`config.mk`:
```
export PLATFORM = sky130hd
export DESIGN_NAME = shared_outff_arbiter
export DESIGN_NICKNAME = d
export VERILOG_FILES = /design/src/rtl/shared_outff_arbiter.sv
export SDC_FILE = /design/constraint.sdc
export NUM_CORES = 1
export LEC_CHECK = 0
export CORE_MARGIN = 5
export CORE_UTILIZATION = 39
export DETAILED_ROUTE_END_ITERATION = 10
export PLACE_DENSITY = 0.74
export SYNTH_ARGS = -nofsm -noshare
export SYNTH_HDL_FRONTEND = slang
export SYNTH_SLANG_ARGS = --single-unit
```
`constraint.sdc`:
```
create_clock -name clk -period 1.76 [get_ports clk]
set_input_delay 0.44 -clock clk [delete_from_list [all_inputs] [get_ports clk]]
set_output_delay 0.44 -clock clk [all_outputs]
set_load 0.1 [all_outputs]
```
`src/rtl/shared_outff_arbiter.sv`:
```
// Round-robin arbiter sharing one registered output flop between N_REQ requesters.
// The granted requester's data bit is sampled into o each cycle of a grant of at most HOLD_CYCLES edges.
module shared_outff_arbiter #(
    parameter int N_REQ       = 4,
    parameter int HOLD_CYCLES = 2
) (
    input  logic             clk,
    input  logic             rst_n,
    input  logic [N_REQ-1:0] req,
    input  logic [N_REQ-1:0] din,
    output logic [N_REQ-1:0] gnt,
    output logic             busy,
    output logic             o
);

    localparam int          IW = (N_REQ > 1) ? $clog2(N_REQ) : 1;
    localparam int          CW = (HOLD_CYCLES > 1) ? $clog2(HOLD_CYCLES) : 1;
    localparam int unsigned NR = N_REQ;

    localparam logic [IW-1:0]    PTR_RST  = IW'(N_REQ - 1);
    localparam logic [CW-1:0]    CNT_LOAD = CW'(HOLD_CYCLES - 1);
    localparam logic [N_REQ-1:0] ONE      = {{(N_REQ-1){1'b0}}, 1'b1};

    typedef enum logic {
        IDLE  = 1'b0,
        GRANT = 1'b1
    } state_t;

    state_t           state, state_d;
    logic [N_REQ-1:0] gnt_d;
    logic [IW-1:0]    ptr, ptr_d;
    logic [CW-1:0]    cnt, cnt_d;
    logic             o_d;

    logic             found;
    logic [IW-1:0]    winner;
    logic             rel;
    logic             load;

    // Search starts just after the last winner, so that winner is tried last.
    always_comb begin
        found  = 1'b0;
        winner = ptr;
        for (int unsigned i = 1; i <= NR; i++) begin
            if (!found && req[(32'(ptr) + i) % NR]) begin
                found  = 1'b1;
                winner = IW'((32'(ptr) + i) % NR);
            end
        end
    end

    always_comb begin
        state_d = state;
        gnt_d   = gnt;
        ptr_d   = ptr;
        cnt_d   = cnt;
        o_d     = o;
        load    = 1'b0;
        rel     = (cnt == '0) || !req[ptr];

        case (state)
            IDLE: begin
                if (found) load = 1'b1;
            end
            GRANT: begin
                if (!rel) begin
                    cnt_d = cnt - CW'(1);
                    o_d   = din[ptr];
                end else if (found) begin
                    load = 1'b1;
                end else begin
                    state_d = IDLE;
                    gnt_d   = '0;
                end
            end
            default: begin
                state_d = IDLE;
                gnt_d   = '0;
            end
        endcase

        if (load) begin
            state_d = GRANT;
            gnt_d   = ONE << winner;
            ptr_d   = winner;
            cnt_d   = CNT_LOAD;
            o_d     = din[winner];
        end
    end

    always_ff @(posedge clk or negedge rst_n) begin
        if (!rst_n) begin
            state <= IDLE;
            gnt   <= '0;
            ptr   <= PTR_RST;
            cnt   <= '0;
            o     <= 1'b0;
        end else begin
            state <= state_d;
            gnt   <= gnt_d;
            ptr   <= ptr_d;
            cnt   <= cnt_d;
            o     <= o_d;
        end
    end

    assign busy = (state == GRANT);

endmodule

```
==> results of run 1 <==
==> stage by stage <==
stage	setup TNS [ps]	setup WS [ps]
detailed placement	-1960	-354
finish	-71.1	-40.2
floorplan	-93.2	-93.2
global route	-336	-122
CTS	-15.3	-15.3
global placement	-1510	-301
==> area by class of cell <==
cell class | count | area share, %
inverters | 4 | 1.52
repair buffers | 32 | 34.9
flip-flops and latches | 9 | 23.2
clock buffers | 4 | 2.66
well taps | 15 | 1.90
multi-input cells | 41 | 35.8
==> logic make-up (layout without fill, tap and decap cells) <==
kind of cell | count (synthesis) | after routing
AOI/OAI and AO/OA | 14 | 14
buffers and inverters | 6 | 40
DFF | 9 | 9
muxes | 5 | 5
and+or+nand+nor | 22 | 22
==> per-layer routing <==
metal  wire (um)  vias to the layer above  share of wire (%)  track usage (%)
li1            -                      272                  -                -
met1         726                      291                 40             20.1
met2         970                       19                 53             26.8
met3          87                        6                4.8             5.36
met4          41                        0                2.2             11.0
met5           0                        -                  0                0
==> registers in the layout, summed over array words and instances, names as in the netlist <==
register and flops:
o 1, ptr 2, cnt 1, gnt 4, busy 1
==> power by group <==
group | switching (uW) | total [uW] | internal [uW]
logic | 738 | 1420 | 687
clock network | 84.5 | 172 | 87.8
registers | 120 | 431 | 311
total | 942 | 2030 | 1090
==> cell usage after synthesis, types with 2 or more instances <==
library cell               number  area, um^2
sky130_fd_sc_hd__dfrtp_1        7         175
sky130_fd_sc_hd__nor2_1         7        26.3
sky130_fd_sc_hd__inv_1          4        15.0
sky130_fd_sc_hd__mux2i_1        4        40.0
sky130_fd_sc_hd__nand2_1        4        15.0
sky130_fd_sc_hd__o21ai_0        3        15.0
sky130_fd_sc_hd__a22o_1         2        17.5
sky130_fd_sc_hd__dfstp_2        2        52.6
sky130_fd_sc_hd__nand2b_1       2        12.5
sky130_fd_sc_hd__nand3b_1       2        15.0
sky130_fd_sc_hd__nor3_1         2        10.0
==> worst max-delay path: cells and delay by family, from the launching register on <==
family          cells  cell delay [ps]
compound gates      3              590
buf+inv             1              130
flops               1              600
mux                 1              240
simple gates        1              170
==> worst max path at each step <==
stage | start | end | cells past startpoint
global route | ptr[1]$_DFFE_PN1P_ | o$_DFFE_PN0P_ | 7
detailed placement | req[3] | o$_DFFE_PN0P_ | 6
global placement | req[2] | o$_DFFE_PN0P_ | 7
finish | ptr[1]$_DFFE_PN1P_ | o$_DFFE_PN0P_ | 6
floorplan | ptr[1]$_DFFE_PN1P_ | o$_DFFE_PN0P_ | 6
CTS | ptr[1]$_DFFE_PN1P_ | o$_DFFE_PN0P_ | 6
==> timing repair <==
item                                    4_1_cts  5_1_grt
pin swaps                                     1        8
setup buffers                                 1        6
resized for setup                             5       18
endpoints found under the setup margin        5        6
==> results.ini, run 1 <==
[run_status]
status=complete, but fails checks
violations=setup timing

[cts]
path_clk_slew_ps=70
clockBufferDepth=2
cts_tree=done
postCtsHoldBufs=0
clock-sinks=9
worst_skew_pair.late_latency_ps=270
cts.root.buffer_cell=sky130_fd_sc_hd__clkbuf_4
cts_htree_levels=1
cts_made_buffers=3

[global_routing]
track_usage_pct=17.1
first_pass_grt_wire_length_um=2530
grt_start_max_net_pins=10
grt_antenna_before_repair=0
grt_overflow_total=0
number_of_global_route_vias_before_repair=544

[logic_synthesis]
yosys_warnings=0
synth_fp_nets=66
postSynthAreaPerCell_um2=9.54
synth-compound-area-share_pct=18.5
yosys.area_share.xor_xnor_pct=0
synth-adder-area-share_pct=0
synth_top_family_by_area=simple AND/OR/NAND/NOR gates
synth.ff_latch_count=9
mappedNetlistArea_um2=534
seq_area_frac_synth_pct=42.6
synth-edff-count=0
fraction_of_registers_with_async_set_reset_pct=100
synth_simple_gate_area_share_pct=20.6
synthFlopType=sky130_fd_sc_hd__dfrtp_1
synth.distinct_cells=28
yosys-mux-area-fraction_pct=12.4
netlist_instances=56

[detailed_routing]
postRouteWirelength_um=1830
drc_errors=0
route.detailed.vias_per_inst=5.60
final_antenna_net_count=0
post_drt_wl_per_cell_um=17.4
detailedRoute.firstPassIterationCount=5
dr.first_iter.drc_count=18
num_vias=588

[placement]
gp_congestion=0.744
post_dp_cell_area_um2=831
dp.final_hpwl_um=1090
port-buffer-count=15
place.detailed.instances=95

[sta]
finalSetupViolCount=2
timing.final.hold_violations=0
maxSlewViolCount=0
period_share_pct=102
period_needed_ps=1800
slew_headroom_pct=70.6
worst-slew-pin-transition_ps=440
rsz_0062_raised_after_global_routing=yes
worst_hold_slack_ps=475
worst_clock_skew_ps=5.72
max_freq_ghz=0.556
setup_ws_ps=-40.2

[die]
floorplan.die_area_um2=2210
chipHeight_um=47.0
fp-row-count=13
coreArea_um2=1300
io_pins=16
floorplan.die.width_um=47.0
initial_utilization_pct=41.1

[finish]
area_of_all_placed_cells_without_fillers_um2=988
finalNonFillerCells=105
design.final.nets=101
area.sequential_um2=229
layout_commonest_cell=sky130_fd_sc_hd__buf_4
area_growth_syn_to_layout_pct=85.0
layout.cells.most_common_list=sky130_fd_sc_hd__buf_4, sky130_fd_sc_hd__nor2_1, sky130_fd_sc_hd__dfrtp_1, sky130_fd_sc_hd__buf_12, sky130_fd_sc_hd__clkdlybuf4s50_1
antenna-diode-count=0
final_layout_size_suffix_gt1_share_pct=44.4
fillers=88
area_taken_by_multi_input_logic_gates_um2=354
final_design_utilization_pct=76.0

[flow_run]
drv_cap=0

[power]
vdd_ir_drop_max_mv=1.37
total_power_uw=2030
power.density_nw_per_um2=2050
power.leakage_uw=0.000452

[setup_path]
critical_path.startpoint_type=flip-flop
critPathMaxFanout=6
slowest_delay_ps=600
cp_data_required_time_ps=1970
r2r_cells=6
timing.critical_path.to_type=flip-flop
r2r_end=o$_DFFE_PN0P_
timing.setup.critical_path_class=flip-flop to flip-flop
crit_path_top_delay_cell=sky130_fd_sc_hd__dfstp_2
crit-reg2reg-launch=ptr[1]$_DFFE_PN1P_
crit_arrival_ps=2010
path_cells=buf_6 -> mux2i_4 -> o22ai_4 -> and2_1 -> a311oi_2 -> o311a_1
r2r_slack_ps=-40

[worst_hold_path]
worst_hold_path_type=input pin to async pin

Note: power is estimated with default switching activity, not from simulation.
==> run 2: changes to the inputs <==
--- a/config.mk
+++ b/config.mk
@@ -9,6 +9,7 @@
 export CORE_UTILIZATION = 39
 export DETAILED_ROUTE_END_ITERATION = 10
 export PLACE_DENSITY = 0.74
+export REMOVE_ABC_BUFFERS = 1
 export SYNTH_ARGS = -nofsm -noshare
 export SYNTH_HDL_FRONTEND = slang
 export SYNTH_SLANG_ARGS = --single-unit
==> run 2 against run 1 <==
Compared with the run above:
- the flow still finishes with violations (setup timing)
- setup slack got worse by 96 ps
- flip-flop and latch count did not move
- maximum frequency fell by 5.1%
- worst hold slack got worse by 2.7 ps
- sequential share of layout area rose by 0.69 points
- critical path depth did not move
- critical endpoint unchanged
- largest power group unchanged
==> results.ini, run 2 (synthesized netlist as in run 1, its figures left out) <==
[run_status]
status=complete, but fails checks
violations=setup timing

[finish]
antenna-diode-count=0  ; unchanged
final_design_utilization_pct=73.4  ; -2.6 points
area_growth_syn_to_layout_pct=78.7
layout.cells.most_common_list=sky130_fd_sc_hd__buf_4, sky130_fd_sc_hd__dfrtp_1, sky130_fd_sc_hd__nor2_1, sky130_fd_sc_hd__buf_12, sky130_fd_sc_hd__clkdlybuf4s50_1
largest_register_ffs=4  ; unchanged
reg_top3=gnt x4, ptr x2
finalNonFillerCells=105  ; unchanged
design.final.nets=101  ; unchanged
final_layout_size_suffix_gt1_share_pct=41.1  ; -3.3 points
regMostFlops=gnt
layout_commonest_cell=sky130_fd_sc_hd__buf_4

[placement]
place.detailed.instances=98  ; +3.2%
port-buffer-count=15  ; unchanged
dp.final_hpwl_um=1030  ; -4.9%
gp_congestion=0.824  ; +11%

[setup_path]
timing.critical_path.to_type=flip-flop
critical_path.startpoint_type=flip-flop
cp_data_required_time_ps=1890  ; -80 ps
crit_arrival_ps=2030  ; +20 ps
timing.setup.critical_path_class=flip-flop to flip-flop
critPathMaxFanout=6  ; unchanged

[global_routing]
grt_overflow_total=0  ; unchanged
track_usage_pct=16.4  ; -0.69 points
grt_antenna_before_repair=0  ; unchanged
first_pass_grt_wire_length_um=2540  ; +0.55%
number_of_global_route_vias_before_repair=582  ; +7.0%
grt_start_max_net_pins=10  ; unchanged

[detailed_routing]
post_drt_wl_per_cell_um=15.3  ; -12%
dr.first_iter.drc_count=9  ; -9
drc_errors=0  ; unchanged
detailedRoute.firstPassIterationCount=4  ; -1
postRouteWirelength_um=1610  ; -12%
route.detailed.vias_per_inst=5.40  ; -3.6%
final_antenna_net_count=0  ; unchanged
num_vias=567  ; -3.6%

[die]
floorplan.die_area_um2=2210  ; unchanged
fp-row-count=13  ; unchanged
chipHeight_um=47.0  ; unchanged
floorplan.die.width_um=47.0  ; unchanged
initial_utilization_pct=41.1  ; unchanged
io_pins=16  ; unchanged
coreArea_um2=1300  ; unchanged

[sta]
worst_clock_skew_ps=5.91  ; +0.182 ps
rsz_0062_raised_after_global_routing=yes
period_share_pct=108  ; +5.5 points
worst-slew-pin-transition_ps=400  ; -39.7 ps
period_needed_ps=1900  ; +96.0 ps
final.setup.tns_ps=-242  ; -171 ps
setup_ws_ps=-136  ; -96.0 ps
maxSlewViolCount=0  ; unchanged
timing.final.hold_violations=0  ; unchanged
finalSetupViolCount=3  ; +1
slew_headroom_pct=73.2  ; +2.7 points
max_freq_ghz=0.527  ; -5.1%

[power]
power.density_nw_per_um2=2040  ; -0.59%
vdd_ir_drop_max_mv=1.30  ; -4.9%
power.leakage_uw=0.000445  ; -1.5%

[worst_hold_path]
worst_hold_path_type=input pin to async pin

[cts]
cts_tree=done
cts.root.buffer_cell=sky130_fd_sc_hd__clkbuf_4
path_clk_slew_ps=60  ; about the same
clock-sinks=9  ; unchanged
cts_htree_levels=1  ; unchanged
cts_made_buffers=3  ; unchanged
clockBufferDepth=2  ; unchanged
worst_skew_pair.late_latency_ps=260  ; about the same

[flow_run]
drv_cap=0  ; unchanged

==> run 2: area by class of cell <==
cell class                      instances  area (um^2)
Multi-Input combinational cell         41          327
Inverter                                4         15.0
Sequential cell                         9          228
Clock buffer                            4         26.3
Tap cell                               15         18.8
Timing Repair Buffer                   32          340
Fill cell                             108          347
==> run 2: critical path: stages, from the launching register on <==
cell,delay (ps)
sky130_fd_sc_hd__dfstp_2,610
sky130_fd_sc_hd__buf_4,160
sky130_fd_sc_hd__nand3b_1,80
sky130_fd_sc_hd__a31oi_1,270
sky130_fd_sc_hd__nor3b_2,350
sky130_fd_sc_hd__a311oi_2,150
sky130_fd_sc_hd__o311a_1,140
==> run 2: final timing paths <==
check	from	endpoint	slack, ps	cells past startpoint
min in group clk	ptr[1]$_DFFE_PN1P_	ptr[1]$_DFFE_PN1P_	550	2
min	rst_n	cnt$_DFFE_PN0P_	470	1
max reg2reg	ptr[1]$_DFFE_PN1P_	o$_DFFE_PN0P_	-140	6
max in group asynchronous	rst_n	ptr[0]$_DFFE_PN1P_	960	1
min reg2reg	ptr[1]$_DFFE_PN1P_	ptr[1]$_DFFE_PN1P_	550	2
max	ptr[1]$_DFFE_PN1P_	o$_DFFE_PN0P_	-140	6
==> run 2: what timing repair did <==
item                                    in CTS  in global routing
endpoints found under the setup margin       5                  5
buffers inserted                             1                  2
pin swaps                                    5                  1
gates resized for setup                      8                  9
hold buffers                                 0                  0
==> run 2: power by group <==
part	switching [uW]	internal (uW)
registers	117	312
logic	710	652
clock network	68.9	87.2
total	896	1050
==> run 2: per-layer routing <==
metal	vias to the layer above	global-route usage [%]	part of all wire, %
met2	18	26.8	48
met4	0	4.42	1.3
met3	2	5.75	6.9
li1	273	-	-
met5	-	0	0
met1	274	20.7	44
==> run 2: per-stage QoR <==
step | instance area, um^2 | hold WS (ps) | worst slack (ps) | total power [uW]
after floorplan | 518 | 144 | -274 | 1070
after global placement | 852 | 510 | -304 | 1580
after detailed placement | 852 | 525 | -366 | 1610
after CTS | 908 | 480 | -11.1 | 1820
after global routing | 955 | 498 | -222 | 2060
final | 955 | 472 | -136 | 1950
==> run 3: changes to the inputs <==
--- a/config.mk
+++ b/config.mk
@@ -13,3 +13,4 @@
 export SYNTH_ARGS = -nofsm -noshare
 export SYNTH_HDL_FRONTEND = slang
 export SYNTH_SLANG_ARGS = --single-unit
+export TNS_END_PERCENT = 10
==> run 3 against run 2 <==
Compared with the run above:
- the run still ends with setup timing left
- core utilization is 0.77 points lower
- non-clock buffer count stayed put
- flip-flop and latch count stayed put
- worst hold slack worse by 5.7 ps
- critical endpoint unchanged
- largest cell class unchanged
==> results.ini, run 3 (synthesized netlist as in run 1, its figures left out) <==
[cts]
path_clk_slew_ps=60  ; about the same
cts_made_buffers=3  ; unchanged
worst_skew_pair.late_latency_ps=260  ; about the same
clock-sinks=9  ; unchanged
cts_tree=done
postCtsHoldBufs=0  ; unchanged
clockBufferDepth=2  ; unchanged
cts_htree_levels=1  ; unchanged
cts.root.buffer_cell=sky130_fd_sc_hd__clkbuf_4

[finish]
reg_top3=gnt x4, ptr x2
layout.cells.most_common_list=sky130_fd_sc_hd__buf_4, sky130_fd_sc_hd__dfrtp_1, sky130_fd_sc_hd__nor2_1, sky130_fd_sc_hd__buf_12, sky130_fd_sc_hd__clkdlybuf4s50_1
finalNonFillerCells=105  ; unchanged
final_layout_size_suffix_gt1_share_pct=41.1  ; unchanged
area.sequential_um2=228  ; unchanged
layout_commonest_cell=sky130_fd_sc_hd__buf_4
design.final.nets=101  ; unchanged
area_taken_by_multi_input_logic_gates_um2=320  ; -1.9%
largest_register_ffs=4  ; unchanged
regMostFlops=gnt
area_growth_syn_to_layout_pct=76.8
antenna-diode-count=0  ; unchanged
fillers=110  ; +1.9%

[detailed_routing]
detailedRoute.firstPassIterationCount=4  ; unchanged
post_drt_wl_per_cell_um=14.2  ; -7.2%
postRouteWirelength_um=1490  ; -7.2%
route.detailed.vias_per_inst=5.38  ; -0.35%
drc_errors=0  ; unchanged
num_vias=565  ; -0.35%
dr.first_iter.drc_count=15  ; +6
final_antenna_net_count=0  ; unchanged

[sta]
worst_clock_skew_ps=6.48  ; +0.575 ps
worst-slew-pin-transition_ps=384  ; -15.8 ps
period_share_pct=102  ; -5.4 points
setup_ws_ps=-40.4  ; +95.8 ps
period_needed_ps=1800  ; -95.8 ps
maxSlewViolCount=0  ; unchanged
finalSetupViolCount=1  ; -2
final.setup.tns_ps=-40.4  ; +201 ps
max_freq_ghz=0.555  ; +5.3%
slew_headroom_pct=74.3  ; +1.1 points
timing.final.hold_violations=0  ; unchanged
worst_hold_slack_ps=467  ; -5.74 ps
rsz_0062_raised_after_global_routing=yes

[setup_path]
r2r_cells=6  ; unchanged
worst-path-buf-inv=1  ; unchanged
timing.critical_path.to_type=flip-flop
critical_path.startpoint_type=flip-flop
crit-reg2reg-launch=ptr[1]$_DFFE_PN1P_
r2r_end=o$_DFFE_PN0P_
cp_data_required_time_ps=1890  ; about the same
path_cells=buf_4 -> nand3b_1 -> a31oi_1 -> nor3b_2 -> a311oi_2 -> o311a_1
timing.setup.critical_path_class=flip-flop to flip-flop
crit_arrival_ps=1930  ; -100 ps
slowest_delay_ps=610  ; about the same
startpoint=ptr[1]$_DFFE_PN1P_
critPathMaxFanout=6  ; unchanged
crit_path_top_delay_cell=sky130_fd_sc_hd__dfstp_2
r2r_slack_ps=-40  ; +100 ps
critical_path.top_delay_family=flip-flops

[global_routing]
grt_antenna_before_repair=0  ; unchanged
track_usage_pct=16.4  ; unchanged
grt_start_max_net_pins=10  ; unchanged
first_pass_grt_wire_length_um=2540  ; unchanged
grt_overflow_total=0  ; unchanged
number_of_global_route_vias_before_repair=582  ; unchanged

[placement]
place.detailed.instances=98  ; unchanged
gp_congestion=0.824  ; unchanged
port-buffer-count=15  ; unchanged
preCtsSetupSlack_ps=-366  ; unchanged
dp.final_hpwl_um=1030  ; unchanged

[power]
total_power_uw=1900  ; -2.4%
vdd_ir_drop_max_mv=1.31  ; +0.55%
power.density_nw_per_um2=2010  ; -1.4%
power.leakage_uw=0.000444  ; -0.11%

[worst_hold_path]
worst_hold_path_type=input pin to async pin

[die]
initial_utilization_pct=41.1  ; unchanged
coreArea_um2=1300  ; unchanged
fp-row-count=13  ; unchanged
io_pins=16  ; unchanged
floorplan.die.width_um=47.0  ; unchanged
floorplan.die_area_um2=2210  ; unchanged
chipHeight_um=47.0  ; unchanged

[run_status]
violations=setup timing
status=complete, but fails checks

[flow_run]
drv_cap=0  ; unchanged

-- run 3: timing repair --
action                     CTS  global route
resized for setup            8             7
buffers inserted             1             2
pin swaps                    5             1
setup endpoints to repair    5             5
-- run 3: routing by layer --
| layer | part of all wire [%] | GRT usage (%) | up-vias |
|---|---|---|---|
| met5 | 0 | 0 | - |
| met4 | 0 | 4.42 | 0 |
| met3 | 7.6 | 5.75 | 0 |
| met2 | 49 | 26.8 | 22 |
| met1 | 43 | 20.7 | 269 |
| li1 | - | - | 274 |
-- run 3: report_power, final --
group / total (uW) / leakage [uW] / switching (uW) / internal [uW]
clock network: 155 / 0.0000150 / 67.6 / 87.1
registers: 427 / 0.000104 / 115 / 312
logic: 1320 / 0.000325 / 682 / 637
total: 1900 / 0.000444 / 865 / 1040
-- run 3: how the worst max path moves through the flow --
stage	to	slack [ps]	depth (start not counted)
2_1_floorplan	o$_DFFE_PN0P_	-270	5
3_3_place_gp	o$_DFFE_PN0P_	-300	7
3_5_place_dp	o$_DFFE_PN0P_	-370	7
4_1_cts	o$_DFFE_PN0P_	-10	6
5_1_grt	o$_DFFE_PN0P_	-160	6
6_report	o$_DFFE_PN0P_	-40	6
-- run 3: per-stage QoR --
stage	instance area [um^2]	utilization [%]
6_report	945	72.6
5_1_grt	945	72.6
4_1_cts	908	69.8
3_5_place_dp	852	65.5
3_3_place_gp	852	65.5
2_1_floorplan	518	-
-- run 3: cell type report --
class,instances,share of cell area [%]
tap,15,1.99
timing repair buffer,32,35.6
clock buffer,4,2.78
inverter,4,1.59
sequential,9,24.1
multi-input combinational,41,33.9
